File: config.mk
export PLATFORM = sky130hd
export DESIGN_NAME = io_ctrl_flat
export DESIGN_NICKNAME = d
export VERILOG_FILES = /design/src/rtl/io_ctrl_if.sv /design/src/rtl/io_ctrl.sv /design/src/flat_wrapper.sv
export SDC_FILE = /design/constraint.sdc
export NUM_CORES = 1
export LEC_CHECK = 0
export BUFFER_PORTS_ARGS = -buffer_cell sky130_fd_sc_hd__buf_4
export CAP_MARGIN = 10
export CORE_MARGIN = 3
export CORE_UTILIZATION = 33
export CTS_CLUSTER_DIAMETER = 80
export CTS_CLUSTER_SIZE = 30
export DETAILED_ROUTE_END_ITERATION = 8
export SETUP_SLACK_MARGIN = 0.2
export SYNTH_ARGS = -nofsm -noshare
export SYNTH_HDL_FRONTEND = slang
export SYNTH_SLANG_ARGS = --single-unit
export TNS_END_PERCENT = 30
File: constraint.sdc
create_clock -name clk -period 1.8 [get_ports clk]
set_input_delay 0.36 -clock clk [delete_from_list [all_inputs] [get_ports clk]]
set_output_delay 0.36 -clock clk [all_outputs]
set_load 0.02 [all_outputs]
File: src/rtl/io_ctrl_if.sv
// io_ctrl_if: bundles the CPU-side instruction controls and the
// peripheral-side output/input handshakes of io_ctrl.
// slave  = the controller itself, master = CPU + peripherals around it.
interface io_ctrl_if #(
    parameter int DW = 8
);
    // CPU side
    logic          wr_req;
    logic          rd_req;
    logic [1:0]    port_sel;
    logic [DW-1:0] wr_data;
    logic          stall;
    logic [DW-1:0] rd_data;
    // Output port handshake (valid/ready)
    logic          out_valid;
    logic [1:0]    out_port;
    logic [DW-1:0] out_data;
    logic          out_ready;
    // Input port handshake (req/ack)
    logic          in_req;
    logic [1:0]    in_port;
    logic          in_ack;
    logic [DW-1:0] in_data;
    // Sticky error flags
    logic [1:0]    err;
    logic          err_clr;

    modport slave (
        input  wr_req, rd_req, port_sel, wr_data,
        input  out_ready, in_ack, in_data, err_clr,
        output stall, rd_data, out_valid, out_port, out_data,
        output in_req, in_port, err
    );

    modport master (
        output wr_req, rd_req, port_sel, wr_data,
        output out_ready, in_ack, in_data, err_clr,
        input  stall, rd_data, out_valid, out_port, out_data,
        input  in_req, in_port, err
    );
endinterface

File: src/rtl/io_ctrl.sv
// io_ctrl: CPU I/O instruction controller. An output instruction becomes a
// valid/ready transfer to one of four ports, an input instruction becomes a
// req/ack transfer whose data is captured into rd_data. The CPU is stalled
// until the transfer finishes and commits in the DONE cycle.
// Optional feature: define IO_TIMEOUT_EN to add a handshake watchdog that
// aborts a wait after TIMEOUT cycles (err[0], reads return all-ones).
module io_ctrl #(
    parameter int DW      = 8,
    parameter int TIMEOUT = 255
) (
    input  logic       clk,
    input  logic       reset,
    io_ctrl_if.slave   bus
);
    typedef enum logic [1:0] {
        IDLE     = 2'd0,
        OUT_WAIT = 2'd1,
        IN_WAIT  = 2'd2,
        DONE     = 2'd3
    } state_t;

    state_t        state_q;
    logic          out_valid_q;
    logic [1:0]    out_port_q;
    logic [DW-1:0] out_data_q;
    logic          in_req_q;
    logic [1:0]    in_port_q;
    logic [DW-1:0] rd_data_q;
    logic [1:0]    err_q;
    logic [1:0]    err_d;
    logic          conflict_set;
    logic          timeout_set;

`ifdef IO_TIMEOUT_EN
    localparam int WD_W = (TIMEOUT < 2) ? 1 : $clog2(TIMEOUT + 1);
    logic [WD_W-1:0] wd_q;
    logic            wd_hit;

    // The current wait cycle is the TIMEOUT-th one without a handshake.
    assign wd_hit = (wd_q == WD_W'(TIMEOUT - 1));
`else
    // Watchdog absent: TIMEOUT is only referenced so the parameter stays visible.
    if (TIMEOUT == 0) begin : g_timeout_unused
    end
`endif

    // Sticky error update: new events are OR-ed in after an optional clear,
    // so a set in the same cycle as err_clr survives.
    always_comb begin
        conflict_set = (state_q == IDLE) && bus.wr_req && bus.rd_req;
        timeout_set  = 1'b0;
`ifdef IO_TIMEOUT_EN
        if (wd_hit && (((state_q == OUT_WAIT) && !bus.out_ready) ||
                       ((state_q == IN_WAIT)  && !bus.in_ack))) begin
            timeout_set = 1'b1;
        end
`endif
        err_d = (bus.err_clr ? 2'b00 : err_q) | {conflict_set, timeout_set};
    end

    // Controller FSM with registered handshake outputs and captured data.
    always_ff @(posedge clk or posedge reset) begin
        if (reset) begin
            state_q     <= IDLE;
            out_valid_q <= 1'b0;
            out_port_q  <= 2'b00;
            out_data_q  <= '0;
            in_req_q    <= 1'b0;
            in_port_q   <= 2'b00;
            rd_data_q   <= '0;
            err_q       <= 2'b00;
`ifdef IO_TIMEOUT_EN
            wd_q        <= '0;
`endif
        end else begin
            err_q <= err_d;
            case (state_q)
                IDLE: begin
                    // Write wins a simultaneous read; the read is dropped.
                    if (bus.wr_req) begin
                        out_data_q  <= bus.wr_data;
                        out_port_q  <= bus.port_sel;
                        out_valid_q <= 1'b1;
                        state_q     <= OUT_WAIT;
`ifdef IO_TIMEOUT_EN
                        wd_q        <= '0;
`endif
                    end else if (bus.rd_req) begin
                        in_port_q   <= bus.port_sel;
                        in_req_q    <= 1'b1;
                        state_q     <= IN_WAIT;
`ifdef IO_TIMEOUT_EN
                        wd_q        <= '0;
`endif
                    end
                end
                OUT_WAIT: begin
                    if (bus.out_ready) begin
                        out_valid_q <= 1'b0;
                        state_q     <= DONE;
`ifdef IO_TIMEOUT_EN
                    end else if (wd_hit) begin
                        out_valid_q <= 1'b0;
                        state_q     <= DONE;
                    end else begin
                        wd_q        <= wd_q + WD_W'(1);
`endif
                    end
                end
                IN_WAIT: begin
                    if (bus.in_ack) begin
                        rd_data_q   <= bus.in_data;
                        in_req_q    <= 1'b0;
                        state_q     <= DONE;
`ifdef IO_TIMEOUT_EN
                    end else if (wd_hit) begin
                        rd_data_q   <= '1;
                        in_req_q    <= 1'b0;
                        state_q     <= DONE;
                    end else begin
                        wd_q        <= wd_q + WD_W'(1);
`endif
                    end
                end
                default: begin
                    // DONE: CPU commits this cycle; new requests wait for IDLE.
                    state_q <= IDLE;
                end
            endcase
        end
    end

    // Stall covers the request cycle in IDLE and every wait cycle, never DONE.
    assign bus.stall = !reset &&
                       ((state_q == OUT_WAIT) || (state_q == IN_WAIT) ||
                        ((state_q == IDLE) && (bus.wr_req || bus.rd_req)));

    assign bus.out_valid = out_valid_q;
    assign bus.out_port  = out_port_q;
    assign bus.out_data  = out_data_q;
    assign bus.in_req    = in_req_q;
    assign bus.in_port   = in_port_q;
    assign bus.rd_data   = rd_data_q;
    assign bus.err       = err_q;
endmodule

File: src/flat_wrapper.sv
// flat-port wrapper written by rule: the top's interface ports become plain ports
module io_ctrl_flat 
#(
    parameter int DW      = 8,
    parameter int TIMEOUT = 255
)
  (clk, reset, bus_wr_req, bus_rd_req, bus_port_sel, bus_wr_data, bus_out_ready, bus_in_ack, bus_in_data, bus_err_clr, bus_stall, bus_rd_data, bus_out_valid, bus_out_port, bus_out_data, bus_in_req, bus_in_port, bus_err);
  io_ctrl_if #(.DW(DW)) bus_i ();
  input  logic clk;
  input  logic reset;
  input wire logic [$bits(bus_i.wr_req)-1:0] bus_wr_req;
  input wire logic [$bits(bus_i.rd_req)-1:0] bus_rd_req;
  input wire logic [$bits(bus_i.port_sel)-1:0] bus_port_sel;
  input wire logic [$bits(bus_i.wr_data)-1:0] bus_wr_data;
  input wire logic [$bits(bus_i.out_ready)-1:0] bus_out_ready;
  input wire logic [$bits(bus_i.in_ack)-1:0] bus_in_ack;
  input wire logic [$bits(bus_i.in_data)-1:0] bus_in_data;
  input wire logic [$bits(bus_i.err_clr)-1:0] bus_err_clr;
  output wire logic [$bits(bus_i.stall)-1:0] bus_stall;
  output wire logic [$bits(bus_i.rd_data)-1:0] bus_rd_data;
  output wire logic [$bits(bus_i.out_valid)-1:0] bus_out_valid;
  output wire logic [$bits(bus_i.out_port)-1:0] bus_out_port;
  output wire logic [$bits(bus_i.out_data)-1:0] bus_out_data;
  output wire logic [$bits(bus_i.in_req)-1:0] bus_in_req;
  output wire logic [$bits(bus_i.in_port)-1:0] bus_in_port;
  output wire logic [$bits(bus_i.err)-1:0] bus_err;
  assign bus_i.wr_req = bus_wr_req;
  assign bus_i.rd_req = bus_rd_req;
  assign bus_i.port_sel = bus_port_sel;
  assign bus_i.wr_data = bus_wr_data;
  assign bus_i.out_ready = bus_out_ready;
  assign bus_i.in_ack = bus_in_ack;
  assign bus_i.in_data = bus_in_data;
  assign bus_i.err_clr = bus_err_clr;
  assign bus_stall = bus_i.stall;
  assign bus_rd_data = bus_i.rd_data;
  assign bus_out_valid = bus_i.out_valid;
  assign bus_out_port = bus_i.out_port;
  assign bus_out_data = bus_i.out_data;
  assign bus_in_req = bus_i.in_req;
  assign bus_in_port = bus_i.in_port;
  assign bus_err = bus_i.err;
  io_ctrl #(.DW(DW), .TIMEOUT(TIMEOUT)) u_core (.clk(clk), .reset(reset), .bus(bus_i));
endmodule
==> results of run 1 <==
## critical path: cells and delay by family, from the launching register on
kind	cells	cell delay, ns
compound gates	1	0.10
fa+ha+maj	1	0.27
buf+inv	3	0.26
flops	1	0.38
## logic make-up (layout without fill, tap and decap cells)
| group | count (synthesis) | count (layout) | share of synthesized area, % |
|---|---|---|---|
| buffers and inverters | 9 | 69 | 3.45 |
| and+or+nand+nor | 10 | 10 | 4.57 |
| AOI/OAI and AO/OA | 11 | 11 | 6.46 |
| DFF | 25 | 25 | 55.7 |
| other | 1 | 1 | 0.334 |
| muxes | 23 | 23 | 22.8 |
| adders and majority gates | 6 | 6 | 6.68 |
## power groups by stage
stage	Clock (W)	Sequential, W	Combinational [W]
6_report	0.000249	0.000986	0.00176
5_1_grt	0.000287	0.00102	0.00189
4_1_cts	0.000263	0.000988	0.00172
3_5_place_dp	0	0.00101	0.00153
3_3_place_gp	0	0.000992	0.00150
2_1_floorplan	0	0.00130	0.000620
## per-stage QoR
stage / power (W) / setup slack, ns
floorplan: 0.00192 / 0.264
global placement: 0.00250 / 0.293
detailed placement: 0.00254 / 0.228
CTS: 0.00297 / 0.0823
global route: 0.00321 / 0.0474
finish: 0.00299 / 0.112
## flip-flops by register name, indices dropped and copies added, names as in the netlist
register	count
u_core.bus.err	1
u_core.bus.in_port	2
u_core.bus.in_req	1
u_core.bus.out_data	8
u_core.bus.out_port	2
u_core.bus.out_valid	1
u_core.bus.rd_data	8
u_core.state_q	2
## metal layers
| metal | vias up | routed length, um | track usage, % |
|---|---|---|---|
| met4 | 0 | 0 | 3.17 |
| met3 | 0 | 208 | 3.87 |
| met2 | 32 | 1170 | 20.7 |
| met5 | - | 0 | 0 |
| met1 | 409 | 1040 | 14.6 |
| li1 | 412 | - | - |
## final timing paths
kind | to | slack (ns) | depth (start not counted)
setup / recovery | bus_stall | 0.11 | 5
hold reg to reg | u_core.bus.rd_data[4] | 0.52 | 1
min in group clk | u_core.bus.err[1] | 0.20 | 2
setup reg to reg | u_core.state_q[0] | 0.13 | 5
hold / removal | u_core.bus.out_valid | 0.09 | 3
max in group asynchronous | u_core.bus.rd_data[6] | 1.46 | 3
## what timing repair did
action                     in CTS  in global routing
pin swaps                       3                  4
buffers inserted                6                  2
resized for setup               8                  4
setup endpoints to repair       1                 10
## cell usage after synthesis (all sizes together) (2+ instances only)
library cell  count  area, um2
mux2             21        236
nand2             3       11.3
a21oi             3       15.0
mux2i             2       20.0
buf               2       12.5
o21ai             4       20.0
and2b             2       15.0
nor2              2       7.51
dfrtp            25        626
inv               7       26.3
ha                6       75.1
## area by class of cell
| cell class | count | area [um2] |
|---|---|---|
| Clock buffer | 3 | 22.5 |
| Clock inverter | 1 | 5.00 |
| Fill cell | 311 | 1480 |
| Inverter | 7 | 26.3 |
| Multi-Input combinational cell | 51 | 502 |
| Sequential cell | 25 | 626 |
| Tap cell | 44 | 55.1 |
| Timing Repair Buffer | 58 | 435 |
==> impl_metrics.ini, run 1 <==
[logic_synthesis]
async_reset_ff_share_pct = 100
synth_seq_cells = 25
ys_warn_count = 0
ys_seq_area_share_pct = 55.7
ys_types = 21
synthCells = 85
syn_area_mm2 = 0.00112
syn_avg_cell_area_um2 = 13.2
synthFlopType = dfrtp_1
synth_nets = 116
synth_edf_count = 0

[critical_path]
cp_max_fo = 4
crit_path_cell_trace = inv_2, ha_4, inv_2, a21oi_2, buf_4
cpMaxStageDelayCell = dfrtp_1
r2r_start = u_core.state_q[0]
cp.required_ns = 1.44
endpoint_kind = output pin
cpPeakStageDelay_ns = 0.38
crit_start = u_core.state_q[1]
crit_path_start_kind = register
cpMostUsedCell = inv_2
cp_data_arrival_time_ns = 1.33
critPathKind = reg -> out

[pwr]
intPower_w = 0.00183
power.leakage_nw = 0.826
ir_worst_vdd_mv = 0.731
pwr-share-clk_pct = 8.3
p_sw_w = 0.00116
seqPwrFrac_pct = 32.9
power_density_mw_per_mm2 = 1790
combinationalPowerShare_pct = 58.7
p_sw_share_pct = 38.8

[global_route]
grt_max_degree = 26
grt_pass1_wl_um = 4050
grt_pass1_vias = 897
antenna_found_initial = 0
overflow = 0
grt_usage_pct = 12.1

[clocking]
cts_buffers = 3
clk_pin_slew_ns = 0.14
root_buffer = clkbuf_4
clock-sinks = 25
ctsHoldBuffers = 0
htreeDepth = 1
cts_tree = done
clkLatencyLatePin_ns = 0.31
clockBufferDepth = 2

[outcome]
status = completed

[timing]
skew_ns = 0.00674
max_freq_mhz = 592
grt_setup_unrepaired = true
hold_viol = 0
whs_ns = 0.0877
period_share_pct = 93.8
finalMaxSlewViolations = 0
finalSetupViolCount = 0
final.setup.tns_ns = 0
min_period_ns = 1.69

[run]
max_cap_viol_count = 0

[drt]
dr_total_vias = 853
drt-initial-drc-count = 18
routed_wl_um = 2420
via_per_inst = 4.51
final_antenna_net_count = 0
wl_per_cell_um = 12.8
first_pass_iters = 3
drc = 0

[layout]
areaGrowthSynthToFinish_pct = 48.8
mostFrequentLayoutCell = buf_4
num_antenna_cells = 0
nNetsFinal = 177
postLayoutCoreUtil_pct = 53.0
layout_common_cells = buf_4, dfrtp_1, mux2_2
stdcell_area_mm2 = 0.00167
final_cells = 189
drive_above_1_share_pct = 63.4

[floorplanning]
die_w_um = 64.4
start_util_pct = 35.6
die_area_mm2 = 0.00414
ios = 50
dieHeight_um = 64.4
coreArea_mm2 = 0.00315
rows = 20

[place]
dp.cells = 177
port_buffers = 48
dp_hpwl_um = 1810
gp_congestion = 0.816
dpl_cell_area_mm2 = 0.00154

[hold_path]
hp-class = in -> async
Note: power is estimated with default switching activity, not from simulation.
==> run 2: changes to the inputs <==
--- a/config.mk
+++ b/config.mk
@@ -12,6 +12,7 @@
 export CTS_CLUSTER_DIAMETER = 80
 export CTS_CLUSTER_SIZE = 30
 export DETAILED_ROUTE_END_ITERATION = 8
+export MAX_ROUTING_LAYER = met4
 export SETUP_SLACK_MARGIN = 0.2
 export SYNTH_ARGS = -nofsm -noshare
 export SYNTH_HDL_FRONTEND = slang
==> constraint.sdc (replaced) <==
create_clock -name clk -period 1.8 [get_ports clk]
set_input_delay 0 -clock clk [delete_from_list [all_inputs] [get_ports clk]]
set_output_delay 0 -clock clk [all_outputs]
set_load 0.02 [all_outputs]
==> impl_metrics.ini, run 2 (same netlist as run 1, synthesis figures left out) <==
[outcome]
status = completed

[clocking]
root_buffer = clkbuf_4
clk_pin_slew_ns = 0.13
cts_buffers = 3
clockBufferDepth = 2
clock-sinks = 25
clkLatencyLatePin_ns = 0.31
htreeDepth = 1
cts_setup_buffers = 0
cts_tree = done

[global_route]
overflow = 0
grt_max_degree = 26
antenna_found_initial = 0
grt_pass1_vias = 989
grt_usage_pct = 13.3
grt_pass1_wl_um = 4280

[critical_path]
critPathKind = reg -> reg
cp_max_fo = 4
cp_data_arrival_time_ns = 1.73
ff2ff_path_depth = 5
endpoint_kind = register
crit_path_start_kind = register
cp.required_ns = 2.00

[drt]
wl_per_cell_um = 12.3
final_antenna_net_count = 0
dr_total_vias = 903
first_pass_iters = 4
drt-initial-drc-count = 27
routed_wl_um = 2500
drc = 0
via_per_inst = 4.45

[place]
gp_congestion = 0.807
port_buffers = 48
dp_hpwl_um = 1750
pre_cts_slack_ns = 0.231

[layout]
mostFrequentLayoutCell = buf_4
layout_common_cells = buf_4, dfrtp_1, dlygate4sd3_1
num_antenna_cells = 0
drive_above_1_share_pct = 50.3
nNetsFinal = 191
areaGrowthSynthToFinish_pct = 60.0

[run]
max_cap_viol_count = 0

[timing]
period_share_pct = 84.9
max_freq_mhz = 655
finalSetupViolCount = 0
skew_ns = 0.00754
min_period_ns = 1.53
final.setup.tns_ns = 0
grt_setup_unrepaired = false
fin_ws_ns = 0.273
finalMaxSlewViolations = 0
hold_viol = 0

[pwr]
ir_worst_vdd_mv = 0.731
power_density_mw_per_mm2 = 1560
power.leakage_nw = 0.866

[floorplanning]
start_util_pct = 35.6
die_w_um = 64.4
die_area_mm2 = 0.00414
dieHeight_um = 64.4
coreArea_mm2 = 0.00315
rows = 20
ios = 50

[hold_path]
whs_path_depth = 4
hp-class = in -> reg
==> run 2: changes by cell type in the layout (fill, tap and decap cells not counted), moves of 2 or more <==
| cell | before | now |
|---|---|---|
| buf_4 | 58 | 50 |
| dlygate4sd3_1 | 0 | 22 |
| ha_2 | 1 | 3 |
| ha_4 | 2 | 0 |
==> run 2: worst paths after layout <==
check                                           start                    end  slack (ns)
worst max-delay path                u_core.state_q[0]      u_core.state_q[0]        0.27
worst min-delay path                    bus_out_ready   u_core.bus.out_valid        0.08
worst max register to register      u_core.state_q[0]      u_core.state_q[0]        0.27
worst min register to register  u_core.bus.rd_data[4]  u_core.bus.rd_data[4]        0.52
max in group asynchronous                       reset      u_core.state_q[0]        1.25
min in group asynchronous                       reset   u_core.bus.out_valid        0.30
==> run 2: power by group <==
part | internal, W | leakage, nW | switching [W]
clock | 0.0000865 | 0.0150 | 0.000155
combinational | 0.000792 | 0.556 | 0.000772
sequential | 0.000840 | 0.294 | 0.000160
total | 0.00172 | 0.866 | 0.00109
==> run 2: critical path, stage by stage (launching register included) <==
cell      delay [ns]
dfrtp_1         0.42
inv_2           0.08
ha_2            0.19
nor2b_2         0.17
a221oi_2        0.22
mux2_1          0.35
==> run 2: final cells by class <==
cell class                 instances  area [um2]
inverter                           7        26.3
clock buffer                       4        26.3
multi-input combinational         51         469
timing repair buffer              72         596
tap                               44        55.1
sequential                        25         626
fill                             273        1360
==> run 2: per-layer routing <==
metal  GRT usage (%)  up-vias  wire (um)
met2            23.2       32       1270
li1                -      435          -
met4            4.75        0         12
met3            2.11        2        155
met1            15.6      434       1050
met5               -        -          0
==> run 2: stage by stage <==
| step | power, W | cell area [um2] | hold WS [ns] | utilization (%) | instances |
|---|---|---|---|---|---|
| after floorplan | 0.00192 | 1120 | 0.0273 | - | 85 |
| after global placement | 0.00249 | 1540 | 0.0884 | 48.9 | 177 |
| after detailed placement | 0.00253 | 1540 | 0.0958 | 48.9 | 177 |
| after CTS | 0.00283 | 1790 | 0.0478 | 56.7 | 203 |
| after global routing | 0.00302 | 1800 | 0.130 | 57.0 | 203 |
| final | 0.00281 | 1800 | 0.0800 | 57.0 | 203 |
==> run 2: what timing repair did <==
item	in CTS	in global routing
hold endpoints to repair	46	0
hold buffers	22	0
gates resized for setup	0	6
endpoints found under the setup margin	0	2
==> run 3: changes to the inputs <==
==> constraint.sdc (replaced) <==
create_clock -name clk -period 1.4 [get_ports clk]
set_input_delay 0 -clock clk [delete_from_list [all_inputs] [get_ports clk]]
set_output_delay 0 -clock clk [all_outputs]
set_load 0.02 [all_outputs]
==> impl_metrics.ini, run 3 (same netlist as run 1, synthesis figures left out) <==
[outcome]
status = complete, but fails checks
violations = setup timing

[clocking]
cts_buffers = 3
clock-sinks = 25
clk_pin_slew_ns = 0.15
htreeDepth = 1
root_buffer = clkbuf_4
clkLatencyLatePin_ns = 0.32
cts_tree = done
clockBufferDepth = 2

[layout]
mostFrequentLayoutCell = buf_4
nNetsFinal = 203
drive_above_1_share_pct = 59.6
final_cells = 215
layout_common_cells = buf_4, dfrtp_1, dlygate4sd3_1
areaGrowthSynthToFinish_pct = 87.5
fillers = 269
num_antenna_cells = 0

[critical_path]
cp_max_fo = 3
cp.required_ns = 1.62
r2r_end = u_core.state_q[0]
endpoint_kind = register
cpPeakStageDelay_ns = 0.45
cp_data_arrival_time_ns = 1.74
critPathKind = reg -> reg
cpMaxStageDelayCell = dfrtp_1
reg2reg_slack_ns = -0.11
ff2ff_path_depth = 5
r2r_start = u_core.state_q[1]
crit_path_start_kind = register
crit_path_cell_trace = buf_6, ha_4, nor2b_4, a221oi_4, mux2_4

[drt]
dr_total_vias = 963
via_per_inst = 4.48
first_pass_iters = 5
wl_per_cell_um = 13.9
routed_wl_um = 2980
final_antenna_net_count = 0
drt-initial-drc-count = 34
drc = 0

[global_route]
grt_max_degree = 26
grt_pass1_vias = 1033
grt_usage_pct = 14.4
overflow = 0
grt_pass1_wl_um = 4610
antenna_found_initial = 0

[floorplanning]
dieHeight_um = 64.4
die_w_um = 64.4
rows = 20
die_area_mm2 = 0.00414
start_util_pct = 35.6
coreArea_mm2 = 0.00315
ios = 50

[hold_path]
min_from = bus_out_ready
hp-class = in -> reg
whs_endpoint = u_core.bus.out_valid
whs_path_depth = 4

[place]
dp.cells = 182
port_buffers = 48
dp_hpwl_um = 1850
gp_congestion = 0.708

[pwr]
power_density_mw_per_mm2 = 2170
ir_worst_vdd_mv = 0.955
power.leakage_nw = 1.06

[timing]
grt_setup_unrepaired = true
final.setup.tns_ns = -0.840
min_period_ns = 1.51
skew_ns = 0.00194
hold_viol = 0
finalSetupViolCount = 12
period_share_pct = 108
fin_ws_ns = -0.114
finalMaxSlewViolations = 0
max_freq_mhz = 660

[run]
max_cap_viol_count = 0
## run 3: cell count changes in the layout (fill, tap and decap cells not counted), sizes merged
cell	before	now
clkbuf	4	3
clkinvlp	0	1
buf	50	62
## run 3: metrics by stage
| step | power (W) | hold WS, ns | instance area [um2] | util [%] | setup WS [ns] |
|---|---|---|---|---|---|
| 6_report | 0.00457 | 0.0891 | 2110 | 66.8 | -0.114 |
| 5_1_grt | 0.00483 | 0.120 | 2110 | 66.8 | -0.174 |
| 4_1_cts | 0.00405 | 0.0696 | 1940 | 61.6 | -0.108 |
| 3_5_place_dp | 0.00348 | 0.0975 | 1630 | 51.8 | -0.0773 |
| 3_3_place_gp | 0.00341 | 0.0836 | 1630 | 51.8 | -0.0154 |
| 2_1_floorplan | 0.00254 | 0.0273 | 1160 | - | 0.0143 |
## run 3: worst max path at each step
stage                            startpoint                 to  slack, ns  cells past startpoint
after floorplan           u_core.state_q[1]  u_core.state_q[0]       0.01                      4
after global placement    u_core.state_q[1]  u_core.state_q[0]      -0.02                      4
after detailed placement  u_core.state_q[1]  u_core.state_q[0]      -0.08                      4
after CTS                 u_core.state_q[1]  u_core.state_q[0]      -0.11                      5
after global routing      u_core.state_q[1]  u_core.state_q[0]      -0.17                      5
final                     u_core.state_q[1]  u_core.state_q[0]      -0.11                      5
## run 3: cell type report
class / count / area [um2] / area share [%]
Tap cell: 44 / 55.1 / 2.61
Multi-Input combinational cell: 51 / 647 / 30.7
Inverter: 7 / 31.3 / 1.48
Sequential cell: 25 / 626 / 29.7
Timing Repair Buffer: 84 / 718 / 34.1
Clock buffer: 3 / 22.5 / 1.07
Clock inverter: 1 / 7.51 / 0.356
## run 3: critical path: cells and delay by family, from the launching register on
family                   cells  cell delay (ns)
multiplexers                 1             0.33
AND/OR/NAND/NOR              1             0.13
flip-flops                   1             0.45
AO/OA/AOI/OAI                1             0.22
buffers and inverters        1             0.14
adder cells (fa/ha/maj)      1             0.15
## run 3: report_power, final
part / switching (W) / internal (W) / leakage (nW)
Sequential: 0.000217 / 0.00108 / 0.294
Clock: 0.000232 / 0.000109 / 0.0139
Combinational: 0.00128 / 0.00165 / 0.755
Total: 0.00173 / 0.00284 / 1.06
## run 3: metal layers
layer / vias to the layer above / routed length (um) / GRT usage (%)
met4: 0 / 13 / 2.90
met2: 29 / 1630 / 28.1
met5: - / 0 / -
met1: 474 / 1200 / 15.1
met3: 2 / 138 / 2.11
li1: 458 / - / -
## run 3: repair_timing
item	4_1_cts	5_1_grt
setup buffers	4	3
endpoints found under the hold margin	46	0
pin swaps	3	6
endpoints found under the setup margin	25	25
resized for setup	6	32
hold buffers	22	0
